<file path="src/rtl/or_gate_pkg.sv">
// or_gate_pkg: shared constants, types and helpers for the or_gate block
// and its output FIFO (or_gate_skid).
package or_gate_pkg;

  // Default operand/result width of the OR datapath.
  localparam int WIDTH_DEFAULT = 1;

  // Number of result entries held between acceptance and consumption.
  localparam int FIFO_DEPTH = 2;

  // Occupancy counter must represent 0..FIFO_DEPTH inclusive.
  localparam int OCC_W = $clog2(FIFO_DEPTH + 1);

  typedef logic [OCC_W-1:0] occ_t;

  // True while the FIFO can take another entry.
  function automatic logic has_room(input occ_t occ);
    return (occ < occ_t'(FIFO_DEPTH));
  endfunction

  // True while the FIFO holds at least one entry.
  function automatic logic not_empty(input occ_t occ);
    return (occ != occ_t'(0));
  endfunction

endpackage

</file>
<file path="src/rtl/or_gate_skid.sv">
// or_gate_skid: 2-entry result FIFO. Entry 0 is always the head, so the
// head is a plain register. Unused slots are held at zero, which makes the
// head read as zero whenever the FIFO is empty.
module or_gate_skid
  import or_gate_pkg::*;
#(
  parameter int WIDTH = WIDTH_DEFAULT
) (
  input  logic             clk,
  input  logic             rst,
  input  logic             push,
  input  logic             pop,
  input  logic [WIDTH-1:0] din,
  output logic [WIDTH-1:0] head,
  output logic             ready,
  output logic             valid
);

  logic [WIDTH-1:0] slot0;
  logic [WIDTH-1:0] slot1;
  occ_t             occ;
  logic             do_push;
  logic             do_pop;

  // Qualify push/pop against occupancy so misuse can never corrupt the FIFO.
  always_comb begin
    do_push = push & has_room(occ);
    do_pop  = pop & not_empty(occ);
  end

  // Storage and occupancy update; reset empties the FIFO and zeroes slots.
  always_ff @(posedge clk) begin
    if (rst) begin
      slot0 <= {WIDTH{1'b0}};
      slot1 <= {WIDTH{1'b0}};
      occ   <= occ_t'(0);
    end else begin
      case ({do_push, do_pop})
        2'b10: begin
          if (occ == occ_t'(0)) begin
            slot0 <= din;
          end else begin
            slot1 <= din;
          end
          occ <= occ + occ_t'(1);
        end
        2'b01: begin
          slot0 <= slot1;
          slot1 <= {WIDTH{1'b0}};
          occ   <= occ - occ_t'(1);
        end
        2'b11: begin
          // Occupancy stays the same; new data lands behind whatever remains.
          if (occ == occ_t'(1)) begin
            slot0 <= din;
          end else begin
            slot0 <= slot1;
            slot1 <= din;
          end
          occ <= occ;
        end
        default: begin
          occ <= occ;
        end
      endcase
    end
  end

  // Status decode straight from registered state.
  always_comb begin
    head  = slot0;
    ready = has_room(occ);
    valid = not_empty(occ);
  end

endmodule

</file>
<file path="src/rtl/or_gate.sv">
// or_gate: combinational bitwise OR (F_o, any_o) plus a valid/ready
// registered result path buffered by a 2-entry FIFO (or_gate_skid).
// Optional accumulator enabled by defining OR_GATE_ACC_EN, which also adds
// the acc_clr_i port.
module or_gate
  import or_gate_pkg::*;
#(
  parameter int WIDTH = WIDTH_DEFAULT
) (
  input  logic             clk_i,
  input  logic             rst_i,
  input  logic [WIDTH-1:0] A_i,
  input  logic [WIDTH-1:0] B_i,
  output logic [WIDTH-1:0] F_o,
  input  logic             in_valid_i,
  output logic             in_ready_o,
  output logic             out_valid_o,
  input  logic             out_ready_i,
  output logic [WIDTH-1:0] Q_o,
  output logic             any_o
`ifdef OR_GATE_ACC_EN
  ,
  input  logic             acc_clr_i
`endif
);

  logic             push;
  logic             pop;
  logic [WIDTH-1:0] stored;
  logic             fifo_ready;
  logic             fifo_valid;
  logic [WIDTH-1:0] fifo_head;

  // Pure combinational OR path; never touched by clock or reset.
  always_comb begin
    F_o   = A_i | B_i;
    any_o = |F_o;
  end

  // Handshake decode.
  always_comb begin
    push        = in_valid_i & fifo_ready;
    pop         = fifo_valid & out_ready_i;
    in_ready_o  = fifo_ready;
    out_valid_o = fifo_valid;
    Q_o         = fifo_head;
  end

`ifdef OR_GATE_ACC_EN
  logic [WIDTH-1:0] acc;

  // A clear drops the old accumulator before this cycle's beat is merged.
  always_comb begin
    if (acc_clr_i) begin
      stored = F_o;
    end else begin
      stored = F_o | acc;
    end
  end

  // Accumulator follows each stored value; clear without a beat zeroes it.
  always_ff @(posedge clk_i) begin
    if (rst_i) begin
      acc <= {WIDTH{1'b0}};
    end else if (push) begin
      acc <= stored;
    end else if (acc_clr_i) begin
      acc <= {WIDTH{1'b0}};
    end else begin
      acc <= acc;
    end
  end
`else
  // Without the accumulator the stored value is the plain OR result.
  always_comb begin
    stored = F_o;
  end
`endif

  or_gate_skid #(
    .WIDTH(WIDTH)
  ) u_skid (
    .clk  (clk_i),
    .rst  (rst_i),
    .push (push),
    .pop  (pop),
    .din  (stored),
    .head (fifo_head),
    .ready(fifo_ready),
    .valid(fifo_valid)
  );

endmodule

</file>
<file path="config.mk">
export PLATFORM = sky130hd
export DESIGN_NAME = or_gate
export DESIGN_NICKNAME = d
export VERILOG_FILES = /design/src/rtl/or_gate_pkg.sv /design/src/rtl/or_gate_skid.sv /design/src/rtl/or_gate.sv
export SDC_FILE = /design/constraint.sdc
export NUM_CORES = 1
export LEC_CHECK = 0
export ABC_CLOCK_PERIOD_IN_PS = 2500
export CAP_MARGIN = 15
export CORE_AREA = 2 2 39 41
export CTS_BUF_LIST = sky130_fd_sc_hd__clkbuf_16
export DETAILED_ROUTE_END_ITERATION = 8
export DIE_AREA = 0 0 41 43
export SYNTH_ARGS = -nofsm -noshare
export SYNTH_HDL_FRONTEND = slang
export SYNTH_SLANG_ARGS = --single-unit
</file>
<file path="constraint.sdc">
create_clock -name clk_i -period 2.5 [get_ports clk_i]
set_input_delay 0.75 -clock clk_i [delete_from_list [all_inputs] [get_ports clk_i]]
set_output_delay 0.75 -clock clk_i [all_outputs]
set_load 0.05 [all_outputs]
</file>
# Word level (Yosys, flattened, before mapping)
# Index checks and enable logic that the tools add are counted.
[totals]
regBits = 4
out_inout_bits = 5
wordCells = 31
[classes]
add_sub_neg = 2
n_lt_le_gt_ge = 1
eq_ne = 7
n_mux = 7
n_bitwise = 5
reduce_logical = 6
[ops]
columns = ["cell", "count"]
rows = [
  ["$pmux W1 S3", 2],
  ["$and A1 B1 Y1", 4],
  ["$eq A2 B1 Y1 const B", 2],
  ["$eq A2 B2 Y1 const B", 2],
  ["$mux W1", 4],
  ["$ne A2 B2 Y1 const B", 2],
  ["$pmux W2 S2", 1],
  ["$reduce_bool A2 Y1", 2],
  ["$reduce_and A3 Y1", 1],
  ["$reduce_bool A3 Y1", 1],
  ["$add A2 B1 Y2 const B", 1],
  ["$logic_not A2 Y1", 1],
  ["$lt A2 B2 Y1 const B", 1],
  ["$ne A2 B1 Y1 const B", 1],
  ["$reduce_and A2 Y1", 1],
  ["$sub A2 B1 Y2 const B", 1],
  ["$or A1 B1 Y1", 1],
]

# Logic depth before layout (Yosys ltp)
# Gate-level depths: netlist of the first run.
[depth]
depth_word = 6
ltp_mapped = 9
mapped_depth_nobuf = 8

# Cells and area by module
# A second synthesis of the first run with hierarchy kept.
[unflattened]
cells_unflattened = 40
area_unflattened_um2 = 356.6
[by_module_without_submodules]
columns = ["module", "n_inst", "cells_each", "area_per_inst_um2", "seq_area_each_um2"]
rows = [
  ["or_gate_skid", 1, 36, 330.3, 80.1],
  ["or_gate", 1, 4, 26.3, 0.0],
]

# Least setup slack after synthesis of the first run
# Ideal clock, no wire load.
[synth_timing]
path_kind = "register to register"
start = "register u_skid.occ[1]"
end = "register u_skid.slot1"
setup_time_ps = 66
arrival_time_ps = 2323
required_ps = 2434
path_slack_ps = 111
path_stages_with_launch = 10
path_buffers = 1
path_cell_list = "dfxtp_1 > inv_1 > ha_1 > nor2b_1 > clkbuf_1 > inv_1 > ha_1 > a221o_1 > or3b_1 > a21oi_2"
[synth_between]
elab_chain_len = 6
word_cells_on_any_way = 16
[synth_rtl]
columns = ["item", "line", "rtl"]
rows = [
  ["start: declaration", "or_gate_skid.sv:21", "occ_t occ;"],
  ["start signal: assignment", "or_gate_skid.sv:36", "occ <= occ_t'(0);"],
  ["start signal: assignment", "or_gate_skid.sv:45", "occ <= occ + occ_t'(1);"],
  ["start signal: assignment", "or_gate_skid.sv:50", "occ <= occ - occ_t'(1);"],
  ["$lt A2 B2 Y1 (*)", "or_gate_pkg.sv:18", "return (occ < occ_t'(FIFO_DEPTH));"],
  ["named net in_ready_o", "or_gate.sv:16", "output logic in_ready_o,"],
  ["$and A1 B1 Y1", "or_gate.sv:42", "push = in_valid_i & fifo_ready;"],
  ["$and A1 B1 Y1 (*)", "or_gate_skid.sv:27", "do_push = push & has_room(occ);"],
  ["$eq A2 B2 Y1 or $eq A2 B1 Y1 (tied branches)", "or_gate_skid.sv:38", "case ({do_push, do_pop})"],
  ["$ne A2 B2 Y1 (no source line) or $reduce_bool A3 Y1 (tied branches)", "-", ""],
  ["$reduce_and A3 Y1 (no source line)", "-", ""],
  ["end signal: assignment", "or_gate_skid.sv:35", "slot1 <= {WIDTH{1'b0}};"],
  ["end signal: assignment", "or_gate_skid.sv:43", "slot1 <= din;"],
  ["end signal: assignment", "or_gate_skid.sv:49", "slot1 <= {WIDTH{1'b0}};"],
  ["end: declaration", "or_gate_skid.sv:20", "logic [WIDTH-1:0] slot1;"],
]
# Mark *: on every way through the listed nets, which the timed path passes. The rest lies on a longest branch.
# A chain may end at the register's enable or synchronous reset.

# Worst setup path after layout of the first run
[layout_timing]
start = "input port B_i"
end = "output port any_o"
[layout_between]
elab_chain_len = 1
[layout_rtl]
columns = ["item", "line", "rtl"]
rows = [
  ["start: declaration", "or_gate.sv:13", "input logic [WIDTH-1:0] B_i,"],
  ["$or A1 B1 Y1", "or_gate.sv:36", "F_o = A_i | B_i;"],
  ["end: declaration", "or_gate.sv:20", "output logic any_o"],
]
# No other way between the ends.

==> results of run 1 <==
## cell usage in the layout, fill, tap and decap left out, drive strengths merged
master and count:
clkbuf 3, a221o 1, nand2 2, a311oi 1, ha 7, nor2 1, nor2b 3, o211ai 1
a211oi 2, nand3 1, or3b 1, xnor2 1, clkdlybuf4s50 7, a21oi 2, or2 1, dfxtp 4
a21o 1, buf 8, o2bb2ai 1, inv 5, nand2b 2
## cell usage after synthesis (all sizes together)
cell type,n
a211oi,2
a21o,1
a21oi,2
a221o,1
a311oi,1
buf,1
clkbuf,1
dfxtp,4
ha,7
inv,5
nand2,2
nand2b,2
nand3,1
nor2,1
nor2b,3
o211ai,1
o2bb2ai,1
or2,1
or3b,1
xnor2,1
## layer usage
metal	vias up	global-route usage	part of all wire
met2	12	0.138	0.43
met1	134	0.106	0.41
met3	5	0.0628	0.085
met4	0	0.160	0.071
li1	165	-	-
met5	-	0	0
## metrics by stage
stage / cells / util / instance area, um^2
after floorplan: 39 / - / 340
after global placement: 68 / 0.364 / 504
after detailed placement: 68 / 0.364 / 504
after CTS: 71 / 0.419 / 579
after global routing: 71 / 0.419 / 579
final: 71 / 0.419 / 579
## flip-flops by register name, indices dropped and copies added (netlist names)
register and flops:
u_skid.head 1, u_skid.slot1 1, u_skid.occ 2
## worst register-to-register path, cell delays in order (launching register included)
cell and delay [ns]:
dfxtp_1 0.35, inv_1 0.07, ha_1 0.26, nor2b_1 0.17, inv_1 0.08, ha_1 0.19
a221o_1 0.37, or3b_1 0.38, a21oi_2 0.13
## kinds of logic after synthesis
kind of cell	count (synthesis)	synth area share
compound gates	9	0.210
xor+xnor	1	0.0257
fa+ha+maj	7	0.257
buf+inv	7	0.0882
flops	4	0.235
simple gates	11	0.184
## area by class of cell
cell class	instances	area [um^2]
fillers	138	805
multi-input cells	28	230
repair buffers	15	155
flip-flops and latches	4	80.1
clock buffers	3	75.1
well taps	16	20.0
inverters	5	18.8
## path summary, 6_finish.rpt
path	from	cells past startpoint	end	slack (ns)
worst min-delay path	u_skid.slot1	2	u_skid.slot1	0.47
worst max register to register	u_skid.occ[0]	8	u_skid.slot1	0.44
worst min register to register	u_skid.slot1	2	u_skid.slot1	0.47
worst max-delay path	B_i	3	any_o	0.09
## power by group through the flow
stage	clock, uW	combinational, uW	sequential (uW)
2_1_floorplan	0	287	133
3_3_place_gp	0	438	112
3_5_place_dp	0	444	115
4_1_cts	255	448	113
5_1_grt	261	483	116
6_report	250	443	112
==> impl_metrics.toml, run 1 <==
[status]
outcome = "completed"

[sta]
worstMarginPinSlew_ns = 0.494
slew_violations = 0
setup-violations-final = 0
rsz0062_at_grt = "false"
setup_ws_ns = 0.0887
finalHoldViolCount = 0
fin_skew_ns = 0.000507
period_minus_slack_ns = 2.41
slew_headroom = 0.670
hold_slack_ns = 0.468
fin_crit_sh = 0.965
totalNegativeSetupSlack_ns = 0
fmax_mhz = 415

[clock_network]
cts_num_sinks = 4
cts_hold_buf = 0
cts.path.max_buffers = 2
clk_pin_slew_ns = 0.03
root_buffer = "clkbuf_16"
cts_made_buffers = 3
cts_tree = "yes"
ctsResizeCount = 0
cts_setup_buffers = 0
h-tree-depth = 1
insertion_delay_ns = 0.23

[placed_design]
portBuffers = 10
dpl.hpwl_um = 569
pre_cts_slack_ns = -0.0789
globalplace.congestion = 0.741

[pwr]
leakage_uw = 0.000261
ir_drop_mv = 0.708
internal_power_uw = 486
p_sw_frac = 0.396
p_seq_frac = 0.140
power.density_nw_per_um2 = 1390
p_comb_frac = 0.550
clockPowerShare = 0.310
p_switching_uw = 319
power_uw = 805

[final_layout]
nets = 70
drive_above_1_share = 0.218
diodes = 0
area_growth_syn_to_layout_pct = 70.2

[route]
wl_per_cell_um = 10.5
first_pass_iters = 3
ant_nets = 0
drc_errors = 0
routed_wl_um = 742
drt_iter0_markers = 4
num_vias = 316
routed_via_density = 4.45

[setup_path]
cp_data_required_time_ns = 1.75
cp_cell_sequence = "clkdlybuf4s50_1 -> or2_1 -> buf_12"
start_kind = "primary input"
critical_path_class = "primary input to output pin"
crit_fanout = 3
cp.arrival_ns = 1.66
cpLargestDelayFamily = "buffers and inverters"
slowest_stage = "clkdlybuf4s50_1"
max_stage_delay_ns = 0.41
worst-path-buf-inv = 2
cp-end-kind = "output pin"

[die]
die-area_um2 = 1760
rows = 14
coreArea_um2 = 1380
die_w_um = 41
die_h_um = 43
initial_core_util = 0.246
io_pins = 11

[yosys]
syn_inst = 39
netlist_area_um2 = 340
synth_fp_nets = 52
yosysTopAreaCell = "ha_1"
postSynthAreaPerCell_um2 = 8.73
synth_area_leaders = "ha_1 26%, dfxtp_1 24%, inv_1 5.5%"
yosysWarnings = 0
yosys_register_bits = 4
yosysTopAreaCellShare = 0.257
yosysSeqAreaShare = 0.235
synthDistinctLibCells = 21

[grt]
grt_first_pass_wirelength_mm = 1.15
gr-total-overflow = 0
grt_start_max_net_pins = 8
grt_pass1_vias = 280
grt_usage = 0.113
antenna_found_initial = 0

[min_path]
hp-class = "flip-flop to flip-flop"

[run]
cap_violations = 0
Power figures use the tool's default switching activity.
==> inputs of run 2 (changes only) <==
CAP_MARGIN = not set   (was 15)
CORE_AREA = 4 4 41 43   (was 2 2 39 41)
DIE_AREA = 0 0 45 47   (was 0 0 41 43)
==> run 2 against run 1 <==
Maximum frequency is essentially flat; register-to-register slack gained 0.03 ns; cell area shrank 1.5%; clock-buffer cell count is the same; sequential cell count is the same; highest routed layer unchanged; first-iteration DRC count shrank 50%; core utilization grew 2.0 points; non-clock buffer count shrank 1; critical path depth is the same; combinational power shrank 3%; clock skew is essentially flat.
==> impl_metrics.toml, run 2 (synthesized netlist as in run 1, its figures left out) <==
[status]
outcome = "completed"

[route]
drt_iter0_markers = 2
wl_per_cell_um = 10.4
ant_nets = 0
routed_wl_um = 721
first_pass_iters = 2
drc_errors = 0
num_vias = 313
routed_via_density = 4.54

[sta]
worstMarginPinSlew_ns = 0.503
setup-violations-final = 0
finalHoldViolCount = 0
rsz0062_at_grt = "false"
fmax_mhz = 414
slew_headroom = 0.663
fin_skew_ns = 0.000160
fin_crit_sh = 0.965
slew_violations = 0
period_minus_slack_ns = 2.41

[min_path]
min_path_cells = 2
hp-start = "u_skid.slot1"
hold_end = "u_skid.slot1"
hp-class = "flip-flop to flip-flop"

[setup_path]
cp_data_required_time_ns = 1.75
ff2ff_path_depth = 8
cp.arrival_ns = 1.66
start_kind = "primary input"
rrSetupSlack_ns = 0.47
critical_path_class = "primary input to output pin"
regToRegEndpoint = "u_skid.slot1"
cp-end-kind = "output pin"
worstReg2RegStart = "u_skid.occ[1]"
crit_fanout = 3

[final_layout]
largest_reg_flops = 2
drive_above_1_share = 0.204
final_cell_area_um2 = 571
diodes = 0
area_growth_syn_to_layout_pct = 67.6
top_register = "u_skid.occ"
finalNonFillerCells = 69
fin_util = 0.438
nets = 69
final_cell_mix = "7 x ha_1, 7 x clkdlybuf4s50_1, 5 x inv_1, 5 x buf_4, 4 x dfxtp_1"

[placed_design]
globalplace.congestion = 0.729
portBuffers = 10
dp.cells = 66
dpl.hpwl_um = 565
dpl_cell_area_um2 = 495

[die]
coreArea_um2 = 1300
rows = 13
die_w_um = 45
die-area_um2 = 2120
io_pins = 11
die_h_um = 47
initial_core_util = 0.262

[clock_network]
root_buffer = "clkbuf_16"
cts_num_sinks = 4
insertion_delay_ns = 0.22
cts.path.max_buffers = 2
clk_pin_slew_ns = 0.03
ctsResizeCount = 0
cts_tree = "yes"
cts_setup_buffers = 0
cts_made_buffers = 3
cts_hold_buf = 0
h-tree-depth = 1

[run]
cap_violations = 0

[pwr]
power_uw = 795
ir_drop_mv = 0.525
leakage_uw = 0.000257
power.density_nw_per_um2 = 1390

[grt]
grt_pass1_vias = 285
grt_start_max_net_pins = 8
gr-total-overflow = 0
grt_first_pass_wirelength_mm = 1.15
grt_usage = 0.0845
antenna_found_initial = 0
[run 2: power by group]
part / total, uW / internal [uW] / switching (uW)
logic: 431 / 183 / 248
registers: 113 / 93.3 / 19.2
clock network: 252 / 205 / 47.1
[run 2: metrics by stage]
stage	hold slack, ns	worst slack [ns]	setup TNS (ns)
after floorplan	0.435	0.111	0
final	0.463	0.0864	0
after CTS	0.464	0.0758	0
after global routing	0.480	0.0470	0
after global placement	0.459	-0.0592	-0.0592
after detailed placement	0.460	-0.0777	-0.0777
[run 2: area by class of cell]
cell class	count	area, um^2
fillers	137	731
multi-input cells	28	230
repair buffers	14	148
flip-flops and latches	4	80.1
clock buffers	3	75.1
inverters	5	18.8
well taps	15	18.8
[run 2: critical path: stages]
cell,delay [ns]
clkdlybuf4s50_1,0.41
or2_1,0.32
buf_12,0.18
[run 2: worst max-delay path by stage]
stage	to	slack [ns]	start
after floorplan	u_skid.slot1	0.11	u_skid.occ[1]
after global placement	u_skid.slot1	-0.06	out_ready_i
after detailed placement	u_skid.slot1	-0.08	out_ready_i
after CTS	any_o	0.08	B_i
after global routing	any_o	0.05	B_i
final	any_o	0.09	B_i
[run 2: layer usage]
layer	global-route usage	part of all wire	wire length, um	vias to the layer above
met5	0	0	0	-
met3	0.0192	0.079	57	4
met4	0.140	0.076	55	0
met2	0.116	0.40	292	12
met1	0.0841	0.44	316	134
li1	-	-	-	163
==> inputs of run 3 (changes only) <==
CORE_AREA = not set   (was 4 4 41 43)
CORE_MARGIN = 4   (was not set)
CORE_UTILIZATION = 24   (was not set)
DIE_AREA = not set   (was 0 0 45 47)
==> run 3 against run 2 <==
Worst hold slack better by 0.0038 ns; combinational power is 2% higher; wire length increased by 0.69%; clock power about the same; register-to-register slack barely moved; core utilization hardly changed; non-clock buffer count increased by 1; critical path depth is the same; largest power group unchanged.
==> impl_metrics.toml, run 3 (synthesized netlist as in run 1, its figures left out) <==
[final_layout]
top_register = "u_skid.occ"
final_cell_mix = "7 x ha_1, 7 x clkdlybuf4s50_1, 6 x buf_4, 5 x inv_1, 4 x dfxtp_1"
largest_reg_flops = 2
drive_above_1_share = 0.218
regArea_um2 = 80.1
multi_input_area_um2 = 230
nets = 70
fillCellCount = 127
diodes = 0
area_growth_syn_to_layout_pct = 69.9
final_cell_area_um2 = 578

[grt]
grt_pass1_vias = 280
gr-total-overflow = 0
grt_start_max_net_pins = 8
antenna_found_initial = 0
grt_usage = 0.0837
grt_first_pass_wirelength_mm = 1.15

[clock_network]
ctsResizeCount = 0
h-tree-depth = 1
cts_made_buffers = 3
cts_hold_buf = 0
clk_pin_slew_ns = 0.03
cts.path.max_buffers = 2
cts_tree = "yes"
root_buffer = "clkbuf_16"
cts_setup_buffers = 0
insertion_delay_ns = 0.23
cts_num_sinks = 4

[setup_path]
max_stage_delay_ns = 0.41
cp_data_required_time_ns = 1.75
cpLargestDelayFamily = "buffers and inverters"
start_kind = "primary input"
crit_fanout = 3
critical_path_class = "primary input to output pin"
cp_cell_sequence = "clkdlybuf4s50_1 -> or2_1 -> buf_12"
cp.arrival_ns = 1.66
worst-path-buf-inv = 2
slowest_stage = "clkdlybuf4s50_1"
cp-end-kind = "output pin"

[pwr]
power_uw = 803
power.density_nw_per_um2 = 1390
leakage_uw = 0.000261
ir_drop_mv = 0.690

[die]
coreArea_um2 = 1320
rows = 13
die-area_um2 = 2080
io_pins = 11
die_h_um = 45.7
initial_core_util = 0.258
die_w_um = 45.7

[sta]
slew_headroom = 0.670
fin_skew_ns = 0.00159
fin_crit_sh = 0.963
setup_ws_ns = 0.0924
fmax_mhz = 415
hold_slack_ns = 0.467
rsz0062_at_grt = "false"
period_minus_slack_ns = 2.41
setup-violations-final = 0
slew_violations = 0
finalHoldViolCount = 0
worstMarginPinSlew_ns = 0.494

[route]
first_pass_iters = 1
wl_per_cell_um = 10.4
drt_iter0_markers = 0
routed_via_density = 4.50
routed_wl_um = 726
ant_nets = 0
num_vias = 315
drc_errors = 0

[placed_design]
dpl_cell_area_um2 = 503
dpl.hpwl_um = 576
globalplace.congestion = 0.756
pre_cts_slack_ns = -0.0507
portBuffers = 10

[run]
cap_violations = 0

[status]
outcome = "completed"

[min_path]
hp-class = "flip-flop to flip-flop"
run 3: per-layer routing:
metal / GRT usage / up-vias / part of all wire
met5: 0 / - / 0
met4: 0.0702 / 0 / 0.026
met3: 0.0553 / 3 / 0.099
met2: 0.120 / 13 / 0.44
met1: 0.0824 / 133 / 0.44
li1: - / 166 / -
run 3: cell type report:
| class | count | area share |
|---|---|---|
| Tap cell | 15 | 0.0325 |
| Clock buffer | 3 | 0.130 |
| Timing Repair Buffer | 15 | 0.268 |
| Inverter | 5 | 0.0325 |
| Sequential cell | 4 | 0.139 |
| Multi-Input combinational cell | 28 | 0.398 |
run 3: stage by stage:
stage / instances / setup TNS [ns] / utilization
floorplan: 39 / 0 / -
global placement: 67 / -0.0394 / 0.382
detailed placement: 67 / -0.0507 / 0.382
CTS: 70 / 0 / 0.439
global route: 70 / 0 / 0.439
finish: 70 / 0 / 0.439
run 3: power by group:
group	total [uW]	leakage, uW	internal [uW]	switching (uW)
Clock	253	0.0000370	205	48.3
Sequential	112	0.0000332	93.3	18.6
Combinational	438	0.000191	188	250
run 3: worst min-delay path, delay by kind of cell, from the launching register on:
kind | cells | cell delay, ns
AND/OR/NAND/NOR | 1 | 0.07
AO/OA/AOI/OAI | 1 | 0.04
flip-flops | 1 | 0.30
run 3: worst paths after layout:
kind / cells after the start / to / from / slack [ns]
max: 3 / any_o / B_i / 0.09
min: 2 / u_skid.slot1 / u_skid.slot1 / 0.47
max reg2reg: 8 / u_skid.slot1 / u_skid.occ[0] / 0.46
min reg2reg: 2 / u_skid.slot1 / u_skid.slot1 / 0.47
